## src/rtl/level_cond_pkg.sv

```systemverilog
// level_cond_pkg: shared types and default constants for the level sensor
// conditioner.
//   fault_state_t     : states of the inconsistent-sensor fault FSM
//   *_DEF             : default parameter values used by the conditioner
package level_cond_pkg;

    typedef enum logic [1:0] {
        OK      = 2'd0,
        SUSPECT = 2'd1,
        FAULT   = 2'd2
    } fault_state_t;

    localparam int DEBOUNCE_CYCLES_DEF = 4;
    localparam int FAULT_CYCLES_DEF    = 8;
    localparam int CNT_W_DEF           = 8;

endpackage

```

## src/rtl/level_debounce_ch.sv

```systemverilog
// level_debounce_ch: one sensor channel -- two-flop synchroniser followed by
// a debounce counter. The output follows the synced input only after the new
// level has persisted for DEBOUNCE_CYCLES consecutive synced cycles.
// Ports:
//   clk    in  rising-edge clock
//   rst_n  in  asynchronous active-low reset
//   raw_i  in  asynchronous raw sensor level
//   lvl_o  out debounced level
//   chg_o  out one-cycle pulse on the edge lvl_o toggles
module level_debounce_ch
    import level_cond_pkg::*;
#(
    parameter int DEBOUNCE_CYCLES = DEBOUNCE_CYCLES_DEF,
    parameter int CNT_W           = CNT_W_DEF
) (
    input  logic clk,
    input  logic rst_n,
    input  logic raw_i,
    output logic lvl_o,
    output logic chg_o
);

    if (DEBOUNCE_CYCLES < 1 || DEBOUNCE_CYCLES > (1 << CNT_W) - 1) begin : g_param_chk
        $fatal(1, "level_debounce_ch: DEBOUNCE_CYCLES out of range for CNT_W");
    end

    localparam logic [CNT_W-1:0] CNT_MAX = CNT_W'(DEBOUNCE_CYCLES - 1);

    logic             s1_q, s2_q;
    logic             lvl_q, lvl_d;
    logic             chg_q, chg_d;
    logic [CNT_W-1:0] cnt_q, cnt_d;

    // Restart on any agreement with the held level, so a reversal always
    // begins a fresh count. The >= compare keeps the counter from wrapping.
    always_comb begin
        cnt_d = cnt_q;
        lvl_d = lvl_q;
        chg_d = 1'b0;
        if (s2_q == lvl_q) begin
            cnt_d = '0;
        end else if (cnt_q >= CNT_MAX) begin
            lvl_d = s2_q;
            cnt_d = '0;
            chg_d = 1'b1;
        end else begin
            cnt_d = cnt_q + 1'b1;
        end
    end

    always_ff @(posedge clk or negedge rst_n) begin
        if (!rst_n) begin
            s1_q  <= 1'b0;
            s2_q  <= 1'b0;
            cnt_q <= '0;
            lvl_q <= 1'b0;
            chg_q <= 1'b0;
        end else begin
            s1_q  <= raw_i;
            s2_q  <= s1_q;
            cnt_q <= cnt_d;
            lvl_q <= lvl_d;
            chg_q <= chg_d;
        end
    end

    assign lvl_o = lvl_q;
    assign chg_o = chg_q;

endmodule

```

## src/rtl/level_sensor_conditioner.sv

```systemverilog
// level_sensor_conditioner: turns the raw bottom/top tank sensors into clean
// debounced Bot/Top levels, pulses on each level change, and raises a sticky
// fault when the debounced top sensor reads wet while the bottom reads dry.
// Build option: define LEVEL_FAULT_MASK_EN to force Bot/Top to 1,1 (tank
// full, pump off) while the fault is set; otherwise fault is indication only.
// Ports:
//   clk        in  rising-edge clock
//   rst_n      in  asynchronous active-low reset
//   raw_bot    in  raw bottom sensor (1 = wet), asynchronous
//   raw_top    in  raw top sensor (1 = wet), asynchronous
//   fault_clr  in  single-cycle request to clear a sticky fault
//   Bot, Top   out debounced levels for the downstream level decoder
//   bot_chg    out pulse on the edge the internal bottom level toggles
//   top_chg    out pulse on the edge the internal top level toggles
//   fault      out sticky inconsistent-sensor flag
module level_sensor_conditioner
    import level_cond_pkg::*;
#(
    parameter int DEBOUNCE_CYCLES = DEBOUNCE_CYCLES_DEF,
    parameter int FAULT_CYCLES    = FAULT_CYCLES_DEF,
    parameter int CNT_W           = CNT_W_DEF
) (
    input  logic clk,
    input  logic rst_n,
    input  logic raw_bot,
    input  logic raw_top,
    input  logic fault_clr,
    output logic Bot,
    output logic Top,
    output logic bot_chg,
    output logic top_chg,
    output logic fault
);

    if (FAULT_CYCLES < 1 || FAULT_CYCLES > (1 << CNT_W) - 1) begin : g_param_chk
        $fatal(1, "level_sensor_conditioner: FAULT_CYCLES out of range for CNT_W");
    end

    localparam logic [CNT_W-1:0] FCNT_MAX = CNT_W'(FAULT_CYCLES - 1);

    logic bot_lvl, top_lvl;

    level_debounce_ch #(
        .DEBOUNCE_CYCLES (DEBOUNCE_CYCLES),
        .CNT_W           (CNT_W)
    ) u_bot (
        .clk   (clk),
        .rst_n (rst_n),
        .raw_i (raw_bot),
        .lvl_o (bot_lvl),
        .chg_o (bot_chg)
    );

    level_debounce_ch #(
        .DEBOUNCE_CYCLES (DEBOUNCE_CYCLES),
        .CNT_W           (CNT_W)
    ) u_top (
        .clk   (clk),
        .rst_n (rst_n),
        .raw_i (raw_top),
        .lvl_o (top_lvl),
        .chg_o (top_chg)
    );

    fault_state_t     state_q, state_d;
    logic [CNT_W-1:0] fcnt_q, fcnt_d;
    logic             fault_q, fault_d;
    logic             bad;

    // Water at the top with a dry bottom cannot happen physically.
    assign bad = top_lvl & ~bot_lvl;

    // fcnt counts edges with bad seen; entering SUSPECT already counts one.
    // The >= compare also covers FAULT_CYCLES=1 (fcnt starts above the limit).
    always_comb begin
        state_d = state_q;
        fcnt_d  = fcnt_q;
        fault_d = fault_q;
        case (state_q)
            OK: begin
                if (bad) begin
                    state_d = SUSPECT;
                    fcnt_d  = CNT_W'(1);
                end
            end
            SUSPECT: begin
                if (!bad) begin
                    state_d = OK;
                    fcnt_d  = '0;
                end else if (fcnt_q >= FCNT_MAX) begin
                    state_d = FAULT;
                    fault_d = 1'b1;
                end else if (fcnt_q != '1) begin
                    fcnt_d = fcnt_q + 1'b1;
                end
            end
            FAULT: begin
                fault_d = 1'b1;
                // A clear is only honoured once the sensors agree again.
                if (fault_clr && !bad) begin
                    state_d = OK;
                    fault_d = 1'b0;
                    fcnt_d  = '0;
                end
            end
            default: begin
                state_d = OK;
                fault_d = 1'b0;
                fcnt_d  = '0;
            end
        endcase
    end

    always_ff @(posedge clk or negedge rst_n) begin
        if (!rst_n) begin
            state_q <= OK;
            fcnt_q  <= '0;
            fault_q <= 1'b0;
        end else begin
            state_q <= state_d;
            fcnt_q  <= fcnt_d;
            fault_q <= fault_d;
        end
    end

    assign fault = fault_q;

`ifdef LEVEL_FAULT_MASK_EN
    // Report "full" while faulted so the downstream pump stays off.
    assign Bot = bot_lvl | fault_q;
    assign Top = top_lvl | fault_q;
`else
    assign Bot = bot_lvl;
    assign Top = top_lvl;
`endif

endmodule

```

## config.mk

```make
export PLATFORM = sky130hd
export DESIGN_NAME = level_sensor_conditioner
export DESIGN_NICKNAME = d
export VERILOG_FILES = /design/src/rtl/level_cond_pkg.sv /design/src/rtl/level_debounce_ch.sv /design/src/rtl/level_sensor_conditioner.sv
export SDC_FILE = /design/constraint.sdc
export NUM_CORES = 1
export LEC_CHECK = 0
export BUFFER_PORTS_ARGS = -buffer_cell sky130_fd_sc_hd__buf_2
export CAP_MARGIN = 20
export CELL_PAD_IN_SITES_DETAIL_PLACEMENT = 0
export CELL_PAD_IN_SITES_GLOBAL_PLACEMENT = 1
export CORE_ASPECT_RATIO = 2
export CORE_UTILIZATION = 29
export CTS_BUF_LIST = sky130_fd_sc_hd__clkbuf_8 sky130_fd_sc_hd__clkbuf_16
export DETAILED_ROUTE_END_ITERATION = 8
export GPL_TIMING_DRIVEN = 0
export PLACE_DENSITY = 0.53
export SLEW_MARGIN = 40
export SYNTH_ARGS = -nofsm -noshare
export SYNTH_HDL_FRONTEND = slang
export SYNTH_HIERARCHICAL = 1
export SYNTH_SLANG_ARGS = --single-unit
```

## constraint.sdc

```tcl
create_clock -name clk -period 1.67 [get_ports clk]
set_input_delay 0.0835 -clock clk [delete_from_list [all_inputs] [get_ports clk]]
set_output_delay 0.0835 -clock clk [all_outputs]
set_load 0.02 [all_outputs]
```

== After elaboration in Yosys (flattened, before gate mapping) ==
Index checks and enable logic that the tools add are counted.

* Output and inout bits: 5
* Flip-flop bits (word level): 35
* Bits of input ports: 5

* Mux-type cells: 23
* Reductions and logical operators: 8
* Bitwise operators: 5
* $lt $le $gt $ge: 3
* $add $sub $neg: 3
* Equal/unequal tests: 12

{| class="wikitable"
|+ Operators by type and width
! kind !! number
|-
| 8-bit two-way mux || 9
|-
| 8-bit by 1-bit adder with 8-bit output (second input constant) || 3
|-
| 8-bit case mux with 3 select lines || 1
|-
| 8-bit by 2-bit >= comparator with 1-bit output (second input constant) || 2
|-
| 3-bit != test (second input constant) || 3
|-
| 8-bit by 3-bit >= comparator with 1-bit output (second input constant) || 1
|-
| 2-bit two-way mux || 4
|-
| 2-bit != test (second input constant) || 4
|-
| 8-bit != test (second input constant) || 1
|-
| 1-bit two-way mux || 7
|-
| 2-bit case mux with 3 select lines || 1
|-
| 3-bit AND reduction || 2
|-
| 1-bit inverter || 4
|-
| 2-bit AND reduction || 2
|-
| 4-bit AND reduction || 1
|-
| 1-bit case mux with 3 select lines || 1
|-
| 1-bit == test || 2
|-
| 2-bit by 1-bit == test with 1-bit output (second input constant) || 1
|-
| 2-bit == test (second input constant) || 1
|-
| 2-bit zero test || 1
|-
| 1-bit AND || 1
|-
| 1-bit logical AND || 1
|-
| 1-bit zero test || 1
|}

== Longest topological paths before layout ==
* Depth after elaboration: 6
* Depth in mapped cells: 5
* Mapped depth without buffers: 5

== Hierarchy ==
Netlist, hierarchy kept.

{| class="wikitable"
|+ Modules (own cells, without submodules)
! module !! cells an instance !! area each (sq um) !! instances
|-
| level_debounce_ch || 22 || 400.4 || 2
|-
| level_sensor_conditioner || 58 || 640.6 || 1
|}

== Worst setup path before layout ==
OpenSTA, ideal clock, no wires.

* Path type: register to register
* Start: register u_bot.cnt_q[0]
* End: register u_bot.lvl_q (netlist: u_bot/lvl_o)
* Period minus slack after synthesis: 1.619 ns
* Stages on the path, launching flop included: 5
* Required time: 1.545 ns
* Arrival: 1.494 ns
* Path slack: 0.051 ns
* Cells stage by stage: dfrtp_1 -> ha_1 -> or4_4 -> nor4_4 -> mux2_4

* Cells in the longest elaborated chain, start to end: 2

{| class="wikitable"
|+ RTL lines
! item !! line !! source
|-
| start, declared || level_debounce_ch.sv:32 || <nowiki>logic [CNT_W-1:0] cnt_q, cnt_d;</nowiki>
|-
| start signal, assigned || level_debounce_ch.sv:61 || <nowiki>cnt_q <= cnt_d;</nowiki>
|-
| 8-bit by 2-bit >= comparator with 1-bit output || level_debounce_ch.sv:42 || <nowiki>end else if (cnt_q >= CNT_MAX) begin</nowiki>
|-
| 2-bit AND reduction (no line) || -- ||
|-
| end signal, assigned || level_debounce_ch.sv:62 || <nowiki>lvl_q <= lvl_d;</nowiki>
|-
| end, declared || level_debounce_ch.sv:30 || <nowiki>logic lvl_q, lvl_d;</nowiki>
|}

No other way between the ends.
A chain may end at the register's enable or synchronous reset.

== Worst setup path in the final report ==
* Start: register u_top.cnt_q[0]
* End: register u_top.lvl_q (netlist: u_top/lvl_o)

* Cells in the longest elaborated chain, start to end: 2

{| class="wikitable"
|+ RTL lines
! item !! line
|-
| start, declared || level_debounce_ch.sv:32
|-
| start signal, assigned || level_debounce_ch.sv:61
|-
| 8-bit by 2-bit >= comparator with 1-bit output || level_debounce_ch.sv:42
|-
| 2-bit AND reduction (no line) || --
|-
| end signal, assigned || level_debounce_ch.sv:62
|-
| end, declared || level_debounce_ch.sv:30
|}

No other way between the ends.

==> out/results.ini <==
[critical_path]
end_kind = register
cp-start-kind = register
cp.required_ns = 1.83
worst-setup-path-type = register to register
cp_max_fo = 2
critPathArrivalTime_ns = 1.80

[global_route]
antenna_found_initial = 0
grt_pass1_vias = 936
grt_pass1_wl_microns = 4202
grt_max_degree = 36
grt_usage_pct = 10.94
grt_overflow = 0

[synthesis]
synth_cell_type_count = 35
synth_top_area_cell = dfrtp_1
synth_warnings = 6
syn_inst = 102
ys.flop_type = dfrtp_1
synth_area_sq_um = 1441
synth_seq_cells = 35
synth.avg_cell_area_sq_um = 14.13
synth-async-reset-ratio_pct = 100.0
synth_edf_count = 0
synth_top_cell_area_share_pct = 60.76
synth_area_leaders = dfrtp_1 61%, ha_1 5.2%, nor4_4 4.4%
synth_seq_area_share_pct = 60.76

[drt]
wl_microns = 2367
first_pass_iters = 4
via_count = 841
wire_per_inst_microns = 12.26
first_iter_violations = 13
ant_nets = 0
via_per_inst = 4.358
drc = 0

[place]
dp_cells = 178
io_buffers = 9
place_hpwl_microns = 1687
place.gp.congestion = 0.6967

[pwr]
design_power_total_mw = 2.286
ir_worst_vdd_mv = 0.8834
p_per_area_nw_per_um2 = 1269
p_leak_nw = 0.8591

[sta]
max_freq_mhz = 612.3
hold_slack_ns = 0.2498
clock_skew_ns = 0.004912
final.setup.tns_ns = 0
setup_violations = 0
fin_crit_ns = 1.633
rsz0062_at_grt = yes
fin_crit_sh_pct = 97.79
hold_viol = 0
slew_viol_final = 0

[floorplanning]
start_util_pct = 29.91
dieHeight_microns = 101.7
io_pins = 10
fp.coreArea_sq_um = 4820
dieArea_sq_um = 5273
dieWidth_microns = 51.85
rows = 36

[final_layout]
instances_no_fill = 193
drive_above_1_share_pct = 33.09
antennaDiodeCount = 0
final_nets = 146
area_growth_pct = 25.00

[job]
maxCapViolCount = 0

[clock_tree]
cts-root-buf = clkbuf_8
clockBufferDepth = 2
tritoncts = done
clkSlewWorstSetupHoldPaths_ns = 0.07
cts_sinks = 35
worstSkewPairLatency_ns = 0.28
htree_levels = 2
numCtsBuffers = 5

[min_path]
min-delay-path-class = primary input to register

[status]
outcome = completed

[final timing paths]
| path | slack, ns | from | cells past startpoint | to |
|---|---|---|---|---|
| setup / recovery | 0.04 | u_top/cnt_q[0] | 4 | u_top/lvl_o |
| hold / removal | 0.25 | fault_clr | 5 | state_q[1] |
| setup reg to reg | 0.04 | u_top/cnt_q[0] | 4 | u_top/lvl_o |
| hold reg to reg | 0.35 | u_bot/s1_q | 0 | u_bot/s2_q |
| max in group asynchronous | 1.07 | rst_n | 2 | u_top/cnt_q[2] |
| min in group asynchronous | 0.29 | rst_n | 2 | u_top/s2_q |
[timing repair]
action / in CTS / in global routing
resized for setup: 2 / 3
pin swaps: 3 / 2
endpoints found under the hold margin: 37 / 0
hold buffers: 3 / 0
buffers inserted: 4 / 0
endpoints found under the setup margin: 2 / 13
[layout make-up]
cell class	instances	area, sq um
Clock buffer	5	68.82
Timing Repair Buffer	16	107.6
Clock inverter	3	63.81
Fill cell	475	3018
Tap cell	57	71.32
Sequential cell	35	875.8
Inverter	7	26.28
Multi-Input combinational cell	70	588.1
[synth_stat cells (2+ instances only)]
cell type	count
or4_4	2
xor2_1	2
nand3_1	3
dfrtp_1	35
conb_1	2
a21oi_1	3
and3_2	2
inv_1	7
nor3b_2	2
and2_4	2
nand2_1	4
and2_1	4
mux2_4	2
nor4_4	3
nor2_1	4
ha_1	6
[kinds of logic (layout without fill, tap and decap cells)]
group	count (synthesis)	in the layout	synth area share [%]
AO/OA/AOI/OAI	14	14	8.594
other	2	12	0.5210
flip-flops	35	35	60.76
multiplexers	4	4	3.559
XOR/XNOR	2	2	1.215
adder cells (fa/ha/maj)	6	6	5.208
buffers and inverters	7	31	1.823
AND/OR/NAND/NOR	32	32	18.32
[through the flow]
stage | worst slack [ns] | utilization [%] | instance area (sq um)
after floorplan | 0.05112 | - | 1479
after global placement | -0.05539 | 33.10 | 1595
after detailed placement | -0.05699 | 33.10 | 1595
after CTS | -0.05124 | 37.20 | 1793
after global routing | -0.01382 | 37.38 | 1802
final | 0.03691 | 37.38 | 1802
[state kept, by name, indices dropped and copies added (netlist names), 2 cells and up]
register and count:
fcnt_q 8, u_bot/cnt_q 8, state_q 2, u_top/cnt_q 8
[routing by layer]
layer	vias up	share of wire, %	track usage, %
met5	-	0	0
met4	0	1.9	4.990
met3	4	2.5	2.703
met2	12	55	18.44
met1	421	40	12.64
li1	404	-	-
[cell usage in the layout (no fill, tap or decap), types with 3 or more instances in the layout]
cell / synthesis / routed
and2_1: 4 / 4
ha_2: 0 / 3
buf_2: 0 / 8
nand2_1: 4 / 4
dlygate4sd3_1: 0 / 3
inv_1: 7 / 8
buf_4: 0 / 5
ha_1: 6 / 3
conb_1: 2 / 12
dfrtp_1: 35 / 35
nor4_4: 3 / 3
nand3_1: 3 / 3
nor2_1: 4 / 4
clkbuf_8: 0 / 5
[where the power goes]
part,internal (mW),switching (mW),leakage [nW]
Combinational,0.197,0.242,0.353
Clock,0.590,0.285,0.0695
Sequential,0.920,0.0516,0.436
[worst max-delay path, cell delays in order, from the launching register on]
cell     delay (ns)
dfrtp_1        0.38
ha_2           0.18
or4_4          0.43
nor4_4         0.21
mux2_4         0.32
Note: power is estimated with default switching activity, not from simulation.
